$ cat src/rtl/axil_arb_pkg.sv
// Shared types and constants for the round-robin AXI-lite arbiter.
package axil_arb_pkg;

  typedef enum logic [1:0] {
    ST_IDLE = 2'd0,
    ST_ADDR = 2'd1,
    ST_RESP = 2'd2
  } arb_state_t;

  localparam logic [1:0] RESP_OKAY   = 2'b00;
  localparam logic [1:0] RESP_EXOKAY = 2'b01;
  localparam logic [1:0] RESP_SLVERR = 2'b10;
  localparam logic [1:0] RESP_DECERR = 2'b11;

endpackage

$ cat src/rtl/axil_rr_arb.sv
// Combinational round-robin picker: search starts one past the last-granted index.
module axil_rr_arb #(
  parameter int N  = 2,
  parameter int IW = $clog2(N)
) (
  input  logic [N-1:0]  i_req,
  input  logic [IW-1:0] i_last,
  output logic          o_valid,
  output logic [N-1:0]  o_grant,
  output logic [IW-1:0] o_idx
);

  always_comb begin
    o_valid = 1'b0;
    o_grant = '0;
    o_idx   = '0;
    // Both loops unroll; the inner one keeps every request bit select constant.
    for (int k = 1; k <= N; k++) begin
      for (int j = 0; j < N; j++) begin
        if (!o_valid && i_req[j] && (j == ((int'(i_last) + k) % N))) begin
          o_valid    = 1'b1;
          o_grant[j] = 1'b1;
          o_idx      = IW'(j);
        end
      end
    end
  end

endmodule

$ cat src/rtl/axil_arb_rr.sv
// N:1 AXI-lite arbiter with independent round-robin write and read FSMs
// (IDLE -> ADDR -> RESP), one outstanding transaction per direction.
module axil_arb_rr
  import axil_arb_pkg::*;
#(
  parameter int DATA_WIDTH = 32,
  parameter int ADDR_WIDTH = 32,
  parameter int STRB_WIDTH = DATA_WIDTH / 8,
  parameter int S_COUNT    = 2
) (
  input  logic                             clk,
  input  logic                             rst,

  input  logic [S_COUNT*ADDR_WIDTH-1:0]    s_axil_awaddr,
  input  logic [S_COUNT*3-1:0]             s_axil_awprot,
  input  logic [S_COUNT-1:0]               s_axil_awvalid,
  output logic [S_COUNT-1:0]               s_axil_awready,
  input  logic [S_COUNT*DATA_WIDTH-1:0]    s_axil_wdata,
  input  logic [S_COUNT*STRB_WIDTH-1:0]    s_axil_wstrb,
  input  logic [S_COUNT-1:0]               s_axil_wvalid,
  output logic [S_COUNT-1:0]               s_axil_wready,
  output logic [S_COUNT*2-1:0]             s_axil_bresp,
  output logic [S_COUNT-1:0]               s_axil_bvalid,
  input  logic [S_COUNT-1:0]               s_axil_bready,
  input  logic [S_COUNT*ADDR_WIDTH-1:0]    s_axil_araddr,
  input  logic [S_COUNT*3-1:0]             s_axil_arprot,
  input  logic [S_COUNT-1:0]               s_axil_arvalid,
  output logic [S_COUNT-1:0]               s_axil_arready,
  output logic [S_COUNT*DATA_WIDTH-1:0]    s_axil_rdata,
  output logic [S_COUNT*2-1:0]             s_axil_rresp,
  output logic [S_COUNT-1:0]               s_axil_rvalid,
  input  logic [S_COUNT-1:0]               s_axil_rready,

  output logic [ADDR_WIDTH-1:0]            m_axil_awaddr,
  output logic [2:0]                       m_axil_awprot,
  output logic                             m_axil_awvalid,
  input  logic                             m_axil_awready,
  output logic [DATA_WIDTH-1:0]            m_axil_wdata,
  output logic [STRB_WIDTH-1:0]            m_axil_wstrb,
  output logic                             m_axil_wvalid,
  input  logic                             m_axil_wready,
  input  logic [1:0]                       m_axil_bresp,
  input  logic                             m_axil_bvalid,
  output logic                             m_axil_bready,
  output logic [ADDR_WIDTH-1:0]            m_axil_araddr,
  output logic [2:0]                       m_axil_arprot,
  output logic                             m_axil_arvalid,
  input  logic                             m_axil_arready,
  input  logic [DATA_WIDTH-1:0]            m_axil_rdata,
  input  logic [1:0]                       m_axil_rresp,
  input  logic                             m_axil_rvalid,
  output logic                             m_axil_rready
);

  localparam int IW = $clog2(S_COUNT);

  arb_state_t         r_wr_state, r_rd_state;
  logic [IW-1:0]      r_wr_idx, r_wr_last, r_rd_idx, r_rd_last;
  logic [S_COUNT-1:0] r_wr_oh, r_rd_oh;
  logic               r_aw_done, r_w_done;

  logic               w_wr_req_valid, w_rd_req_valid;
  logic [S_COUNT-1:0] w_wr_req_oh, w_rd_req_oh;
  logic [IW-1:0]      w_wr_req_idx, w_rd_req_idx;
  logic               w_sel_awvalid, w_sel_wvalid, w_sel_bready;
  logic               w_sel_arvalid, w_sel_rready;
  logic               w_wr_addr, w_wr_resp, w_rd_addr, w_rd_resp;
  logic               w_aw_hs, w_w_hs, w_b_hs, w_ar_hs, w_r_hs;
  logic               w_aw_open, w_w_open;

  axil_rr_arb #(.N(S_COUNT), .IW(IW)) u_wr_arb (
    .i_req   (s_axil_awvalid),
    .i_last  (r_wr_last),
    .o_valid (w_wr_req_valid),
    .o_grant (w_wr_req_oh),
    .o_idx   (w_wr_req_idx)
  );

  axil_rr_arb #(.N(S_COUNT), .IW(IW)) u_rd_arb (
    .i_req   (s_axil_arvalid),
    .i_last  (r_rd_last),
    .o_valid (w_rd_req_valid),
    .o_grant (w_rd_req_oh),
    .o_idx   (w_rd_req_idx)
  );

  always_comb begin
    m_axil_awaddr = '0;
    m_axil_awprot = '0;
    m_axil_wdata  = '0;
    m_axil_wstrb  = '0;
    m_axil_araddr = '0;
    m_axil_arprot = '0;
    w_sel_awvalid = 1'b0;
    w_sel_wvalid  = 1'b0;
    w_sel_bready  = 1'b0;
    w_sel_arvalid = 1'b0;
    w_sel_rready  = 1'b0;
    for (int i = 0; i < S_COUNT; i++) begin
      if (r_wr_idx == IW'(i)) begin
        m_axil_awaddr = s_axil_awaddr[i*ADDR_WIDTH +: ADDR_WIDTH];
        m_axil_awprot = s_axil_awprot[i*3 +: 3];
        m_axil_wdata  = s_axil_wdata[i*DATA_WIDTH +: DATA_WIDTH];
        m_axil_wstrb  = s_axil_wstrb[i*STRB_WIDTH +: STRB_WIDTH];
        w_sel_awvalid = s_axil_awvalid[i];
        w_sel_wvalid  = s_axil_wvalid[i];
        w_sel_bready  = s_axil_bready[i];
      end
      if (r_rd_idx == IW'(i)) begin
        m_axil_araddr = s_axil_araddr[i*ADDR_WIDTH +: ADDR_WIDTH];
        m_axil_arprot = s_axil_arprot[i*3 +: 3];
        w_sel_arvalid = s_axil_arvalid[i];
        w_sel_rready  = s_axil_rready[i];
      end
    end
  end

  assign w_wr_addr = (r_wr_state == ST_ADDR);
  assign w_wr_resp = (r_wr_state == ST_RESP);
  assign w_rd_addr = (r_rd_state == ST_ADDR);
  assign w_rd_resp = (r_rd_state == ST_RESP);

  // AW and W close independently; each channel is shut once its handshake is done.
  assign w_aw_open = w_wr_addr && !r_aw_done;
  assign w_w_open  = w_wr_addr && !r_w_done;

  assign m_axil_awvalid = w_aw_open && w_sel_awvalid;
  assign m_axil_wvalid  = w_w_open && w_sel_wvalid;
  assign m_axil_bready  = w_wr_resp && w_sel_bready;
  assign m_axil_arvalid = w_rd_addr && w_sel_arvalid;
  assign m_axil_rready  = w_rd_resp && w_sel_rready;

  assign w_aw_hs = m_axil_awvalid && m_axil_awready;
  assign w_w_hs  = m_axil_wvalid && m_axil_wready;
  assign w_b_hs  = m_axil_bvalid && m_axil_bready;
  assign w_ar_hs = m_axil_arvalid && m_axil_arready;
  assign w_r_hs  = m_axil_rvalid && m_axil_rready;

  assign s_axil_awready = {S_COUNT{w_aw_open && m_axil_awready}} & r_wr_oh;
  assign s_axil_wready  = {S_COUNT{w_w_open && m_axil_wready}} & r_wr_oh;
  assign s_axil_bvalid  = {S_COUNT{w_wr_resp && m_axil_bvalid}} & r_wr_oh;
  assign s_axil_arready = {S_COUNT{w_rd_addr && m_axil_arready}} & r_rd_oh;
  assign s_axil_rvalid  = {S_COUNT{w_rd_resp && m_axil_rvalid}} & r_rd_oh;

  always_comb begin
    s_axil_bresp = '0;
    s_axil_rresp = '0;
    s_axil_rdata = '0;
    for (int i = 0; i < S_COUNT; i++) begin
      if (w_wr_resp && r_wr_oh[i]) begin
        s_axil_bresp[i*2 +: 2] = m_axil_bresp;
      end
      if (w_rd_resp && r_rd_oh[i]) begin
        s_axil_rresp[i*2 +: 2]                 = m_axil_rresp;
        s_axil_rdata[i*DATA_WIDTH +: DATA_WIDTH] = m_axil_rdata;
      end
    end
  end

  always_ff @(posedge clk) begin
    if (rst) begin
      r_wr_state <= ST_IDLE;
      r_wr_last  <= IW'(S_COUNT - 1);
      r_wr_idx   <= '0;
      r_wr_oh    <= '0;
      r_aw_done  <= 1'b0;
      r_w_done   <= 1'b0;
    end else begin
      case (r_wr_state)
        ST_IDLE: begin
          if (w_wr_req_valid) begin
            r_wr_idx   <= w_wr_req_idx;
            r_wr_oh    <= w_wr_req_oh;
            r_aw_done  <= 1'b0;
            r_w_done   <= 1'b0;
            r_wr_state <= ST_ADDR;
          end
        end
        ST_ADDR: begin
          r_aw_done <= r_aw_done || w_aw_hs;
          r_w_done  <= r_w_done || w_w_hs;
          if ((r_aw_done || w_aw_hs) && (r_w_done || w_w_hs)) begin
            r_wr_state <= ST_RESP;
          end
        end
        ST_RESP: begin
          if (w_b_hs) begin
            r_wr_last  <= r_wr_idx;
            r_wr_state <= ST_IDLE;
          end
        end
        default: r_wr_state <= ST_IDLE;
      endcase
    end
  end

  always_ff @(posedge clk) begin
    if (rst) begin
      r_rd_state <= ST_IDLE;
      r_rd_last  <= IW'(S_COUNT - 1);
      r_rd_idx   <= '0;
      r_rd_oh    <= '0;
    end else begin
      case (r_rd_state)
        ST_IDLE: begin
          if (w_rd_req_valid) begin
            r_rd_idx   <= w_rd_req_idx;
            r_rd_oh    <= w_rd_req_oh;
            r_rd_state <= ST_ADDR;
          end
        end
        ST_ADDR: begin
          if (w_ar_hs) begin
            r_rd_state <= ST_RESP;
          end
        end
        ST_RESP: begin
          if (w_r_hs) begin
            r_rd_last  <= r_rd_idx;
            r_rd_state <= ST_IDLE;
          end
        end
        default: r_rd_state <= ST_IDLE;
      endcase
    end
  end

endmodule

$ cat config.mk
export PLATFORM = sky130hd
export DESIGN_NAME = axil_arb_rr
export DESIGN_NICKNAME = d
export VERILOG_FILES = /design/src/rtl/axil_arb_pkg.sv /design/src/rtl/axil_rr_arb.sv /design/src/rtl/axil_arb_rr.sv
export SDC_FILE = /design/constraint.sdc
export NUM_CORES = 1
export LEC_CHECK = 0
export CAP_MARGIN = 20
export CORE_AREA = 2 2 177 179
export DETAILED_ROUTE_END_ITERATION = 16
export DIE_AREA = 0 0 179 181
export PLACE_DENSITY = 0.36
export SETUP_SLACK_MARGIN = 0.02
export SLEW_MARGIN = 10
export SYNTH_ARGS = -nofsm -noshare
export SYNTH_HDL_FRONTEND = slang
export SYNTH_SLANG_ARGS = --single-unit
$ cat constraint.sdc
create_clock -name clk -period 1.9 [get_ports clk]
set_input_delay 0.38 -clock clk [delete_from_list [all_inputs] [get_ports clk]]
set_output_delay 0.38 -clock clk [all_outputs]
set_load 0.05 [all_outputs]
# Word-level counts from Yosys, hierarchy flattened

Cells that the tools add are included.

$add $sub $neg: 4
Eq/ne operators: 14
Mux-type cells: 46
Bitwise gates (word level): 9
Reduce and logical (&&, ||, !) cells: 60

Operators by type and width:

| kind                | number |
|---|---|
| $mux 32             | 5 |
| $logic_not 32->1    | 4 |
| $logic_and 1x1->1   | 36 |
| $mux 1              | 24 |
| $mux 2              | 10 |
| $ne 2x1->1 const B  | 6 |
| $pmux 2 s3          | 2 |
| $and 2x2->2         | 5 |
| $reduce_and 2->1    | 5 |
| $eq 2x2->1 const A  | 4 |
| $logic_not 1->1     | 8 |
| $mux 3              | 2 |
| $reduce_and 3->1    | 2 |
| $add 1x1->1 const B | 4 |
| $and 1x1->1 const A | 4 |
| $eq 2x1->1 const B  | 2 |
| $eq 2x2->1 const B  | 2 |
| $logic_not 2->1     | 2 |
| $mux 4              | 1 |
| $pmux 1 s2          | 2 |
| $logic_or 1x1->1    | 2 |
| $reduce_bool 2->1   | 1 |

Bits in registers: 14
Logic and storage cells: 143

# Depth between registers and ports, before layout

Word-level depth: 19
Mapped depth: 5
Mapped depth without buffers: 4

# Modules after synthesis

Synthesis repeated with hierarchy kept, for this count alone.

Cells, all modules: 297
Area total of the unflattened synthesis: 2558.7 um2

Modules (own cells, without submodules):

| module      | instances | cells an instance | area an instance (um2) | seq. area each (um2) |
|---|---|---|---|---|
| axil_arb_rr | 1         | 287               | 2493.6                 | 280.3 |
| axil_rr_arb | 2         | 5                 | 32.5                   | 0.0 |

# Least setup slack after synthesis

OpenSTA, ideal clock, no wires.

Path kind: reg2out
Start point: reg r_wr_state[1]
End point: out m_axil_awvalid
Data arrival time: 1.642 ns
Required time: 1.520 ns
Slack: -0.122 ns
Stages on the path, launching flop included: 3
Cell sequence: dfxtp_1 nand2b_1 nor3_1

Cells in the longest elaborated chain, start to end: 3

RTL lines:

| item                   | RTL line           | source |
|---|---|---|
| start, declared        | axil_arb_rr.sv:57  | `arb_state_t r_wr_state, r_rd_state;` |
| start signal, assigned | axil_arb_rr.sv:162 | `r_wr_state <= ST_IDLE;` |
| start signal, assigned | axil_arb_rr.sv:176 | `r_wr_state <= ST_ADDR;` |
| start signal, assigned | axil_arb_rr.sv:183 | `r_wr_state <= ST_RESP;` |
| $eq 2x1->1             | axil_arb_rr.sv:118 | `assign w_wr_addr = (r_wr_state == ST_ADDR);` |
| $logic_and 1x1->1      | axil_arb_rr.sv:124 | `assign w_aw_open = w_wr_addr && !r_aw_done;` |
| $logic_and 1x1->1      | axil_arb_rr.sv:127 | `assign m_axil_awvalid = w_aw_open && w_sel_awvalid;` |
| end, declared          | axil_arb_rr.sv:36  | `output logic m_axil_awvalid,` |

No other way between the ends.

==> metrics.md <==
| Metric | Value |
|---|---|
| Die area | 32400 um2 |
| Placed cell area | 8260 um2 |
| Commonest non-fill, non-tap cell in the layout | clkdlybuf4s50_1 |
| Leading cell types in the layout, fill and taps excluded | clkdlybuf4s50_1, buf_4, mux2_2 |
| Setup CP Type | register to output port |
| LEAKAGE | 3.66 nW |
| Seq/Total Area, Yosys | 9.79% |
| Pre-CTS setup slack | 38.2 ps |
| Post-Synthesis Cell Area | 2450 um2 |
| YS warnings | 0 |
| CTS root buf | clkbuf_16 |
| Cts-stage hold buffer count | 0 |
| Area grow syn2layout | 251% |
| WP data required | 1520 ps |
| Synth area leaders | mux2_2, and3_1, dfxtp_1 |
| Hold Vio Cnt, Final | 0 |
| Cell area after layout | 8630 um2 |
| Netlist cell types | 26 |
| Total GRT Usage | 11.4% |
| CP Data Arrival Time | 1460 ps |
| Number of synthesized flops with an enable pin | 0 |
| # rows | 64 |
| Cell repeated most along the worst path | buf_4 |
| Slew headroom | 66.5% |
| Startpoint types | register |
| Synth async-reset ratio | 0% |
| Final worst slack | 59.1 ps |
| Final Slew Violations | 0 |
| Crit end category | output port |
| CP max FO | 6 |
| Layout Skew | 0.348 ps |
| Detailed placement HPWL | 17.3 mm |
| Mapped Avg Cell Area | 8.47 um2 |
| Top_reg_cell synth | dfxtp_1 |
| DRC | 0 |
| Vias in the first global route | 4228 |
| Detailed Routing Iterations Pass 1 | 4 |
| Largest net degree at the start of global routing | 50 |
| Setup_tns | 0 ps |
| ANT cells | 0 |
| Slowest stage cell, crit path | dfxtp_4 |
| Die Span Y | 181 um |
| Yosys top cell by area | mux2_2 |
| Crit path cell chain | buf_4 > buf_4 > mux2_2 > buf_4 |
| Layout cells sized above 1 | 46.3% |
| GP Congestion | 0.757 |
| Maximum VDD drop | 0.000130 V |
| CTS tree | done |
| RSZ-0062 raised after global routing | true |
| Hold Crit Class | register to register |
| Drt total wl | 20.3 mm |
| Synthesized flop and latch total | 12 |
| FMAX | 543 MHz |
| Clock Path Buffers | 2 |
| Cell family with most CP delay | buffers and inverters |
| Num CTS Buffers | 3 |
| Worst-path clk slew | 40 ps |
| Post-route ant nets | 0 |
| Total vias in the final route | 4085 |
| Final nets | 1020 |
| Worst Tran Pin Value | 501 ps |
| PortBufs | 457 |
| Status | complete, no violations |
| Final setup viols | 0 |
| Pwr per Cell Area | 360 nW/um2 |
| Ports | 458 |
| H-tree levels | 1 |
| Syn Nets | 555 |
| Slowest stage delay, CP | 360 ps |
| Via-to-Cell Ratio | 3.55 |
| Antenna violations before repair | 0 |
| Yosys top cell area share | 48.6% |
| Tcrit/Tclk final | 96.9% |
| Min cycle time layout | 1840 ps |
| Core Area | 30300 um2 |
| Synth Instances | 290 |
| First-pass GRT wire length | 27.4 mm |
| Max-Cap Viols | 0 |
| Worst hold slack | 454 ps |
| Initial Util | 8.09% |
| Worst skew pair latency | 230 ps |
| Die width | 179 um |
| Filler cells | 3175 |
| WL/cell | 17.7 um |
| Clk sinks | 12 |
| DR iter-0 viols | 86 |
| Grt ovf | 0 |
| Util after Layout | 28.4% |
| Buf/Inv on CP | 3 |
-- state kept, by name, indices dropped and copies added, names as in the netlist --
name and flops:
r_aw_done 1, r_rd_oh 1, r_wr_last 1, r_wr_state 2, r_rd_idx 1, r_rd_last 1, r_w_done 1, r_wr_oh 2
r_rd_state 2
-- worst paths after layout --
kind                              start                         end  slack (ps)  cells after the start
min reg2reg  r_rd_state[1]$_SDFFE_PP0P_  r_rd_state[0]$_SDFFE_PP0P_         450                      1
min          r_rd_state[1]$_SDFFE_PP0P_  r_rd_state[0]$_SDFFE_PP0P_         450                      1
max             r_wr_oh[1]$_SDFFE_PP0P_             m_axil_wstrb[1]          60                      4
max reg2reg     r_wr_oh[1]$_SDFFE_PP0P_  r_wr_state[1]$_SDFFE_PP0P_         370                      7
-- synthesized netlist by cell type (2+ instances only) --
cell type / count
a2bb2oi_1: 2
nor2_1: 13
clkbuf_1: 14
buf_2: 13
nor2b_1: 10
mux2i_1: 6
a32oi_1: 2
a22oi_1: 2
dfxtp_1: 12
nor3_1: 3
nand3b_1: 2
nand2b_1: 3
mux2_2: 106
and3_1: 82
buf_4: 2
nand2_1: 6
o21ai_0: 2
a21oi_1: 2
-- report_power, final --
part / switching, mW / internal, mW / total [mW] / leakage (nW)
combinational: 1.24 / 1.15 / 2.39 / 3.52
clock: 0.104 / 0.317 / 0.421 / 0.0442
sequential: 0.0268 / 0.271 / 0.298 / 0.100
-- layer usage --
metal	up-vias	part of all wire, %	track usage [%]
met3	6	6.8	1.73
met1	1881	36	12.0
met2	190	56	23.4
met4	0	0.78	1.82
li1	2008	-	-
met5	-	0	0
-- worst reg2reg max path: stages, from the launching register on --
cell and delay (ps):
dfxtp_4 350, buf_12 130, buf_12 150, mux2i_4 190, buf_4 150, nor2b_1 190, o221ai_1 150, a21oi_1 150
-- metrics by stage --
stage | power, mW | cells
2_1_floorplan | 1.51 | 290
3_5_place_dp | 2.62 | 1137
4_1_cts | 3.11 | 1146
5_1_grt | 3.27 | 1150
3_3_place_gp | 2.63 | 1137
6_report | 3.11 | 1150
-- cell families (layout without fill, tap and decap cells) --
kind of cell	after synthesis	count (layout)	synth area share (%)
buffers and inverters	30	494	5.56
AO/OA/AOI/OAI	15	15	4.49
AND/OR/NAND/NOR	121	121	29.1
multiplexers	112	112	51.1
flip-flops	12	12	9.79
-- repair_timing --
item / in CTS / in global routing
gates cloned: 1 / 3
setup endpoints to repair: 3 / 108
buffers inserted: 4 / 1
gates resized for setup: 16 / 17
-- cell type report --
type | instances | area [um2] | share of cell area, %
sequential | 12 | 250 | 2.90
clock buffer | 4 | 88.8 | 1.03
tap | 396 | 495 | 5.74
inverter | 1 | 3.75 | 0.0435
multi-input combinational | 248 | 2150 | 25.0
timing repair buffer | 489 | 5640 | 65.3
No activity file was read; power rests on OpenSTA's default activity.
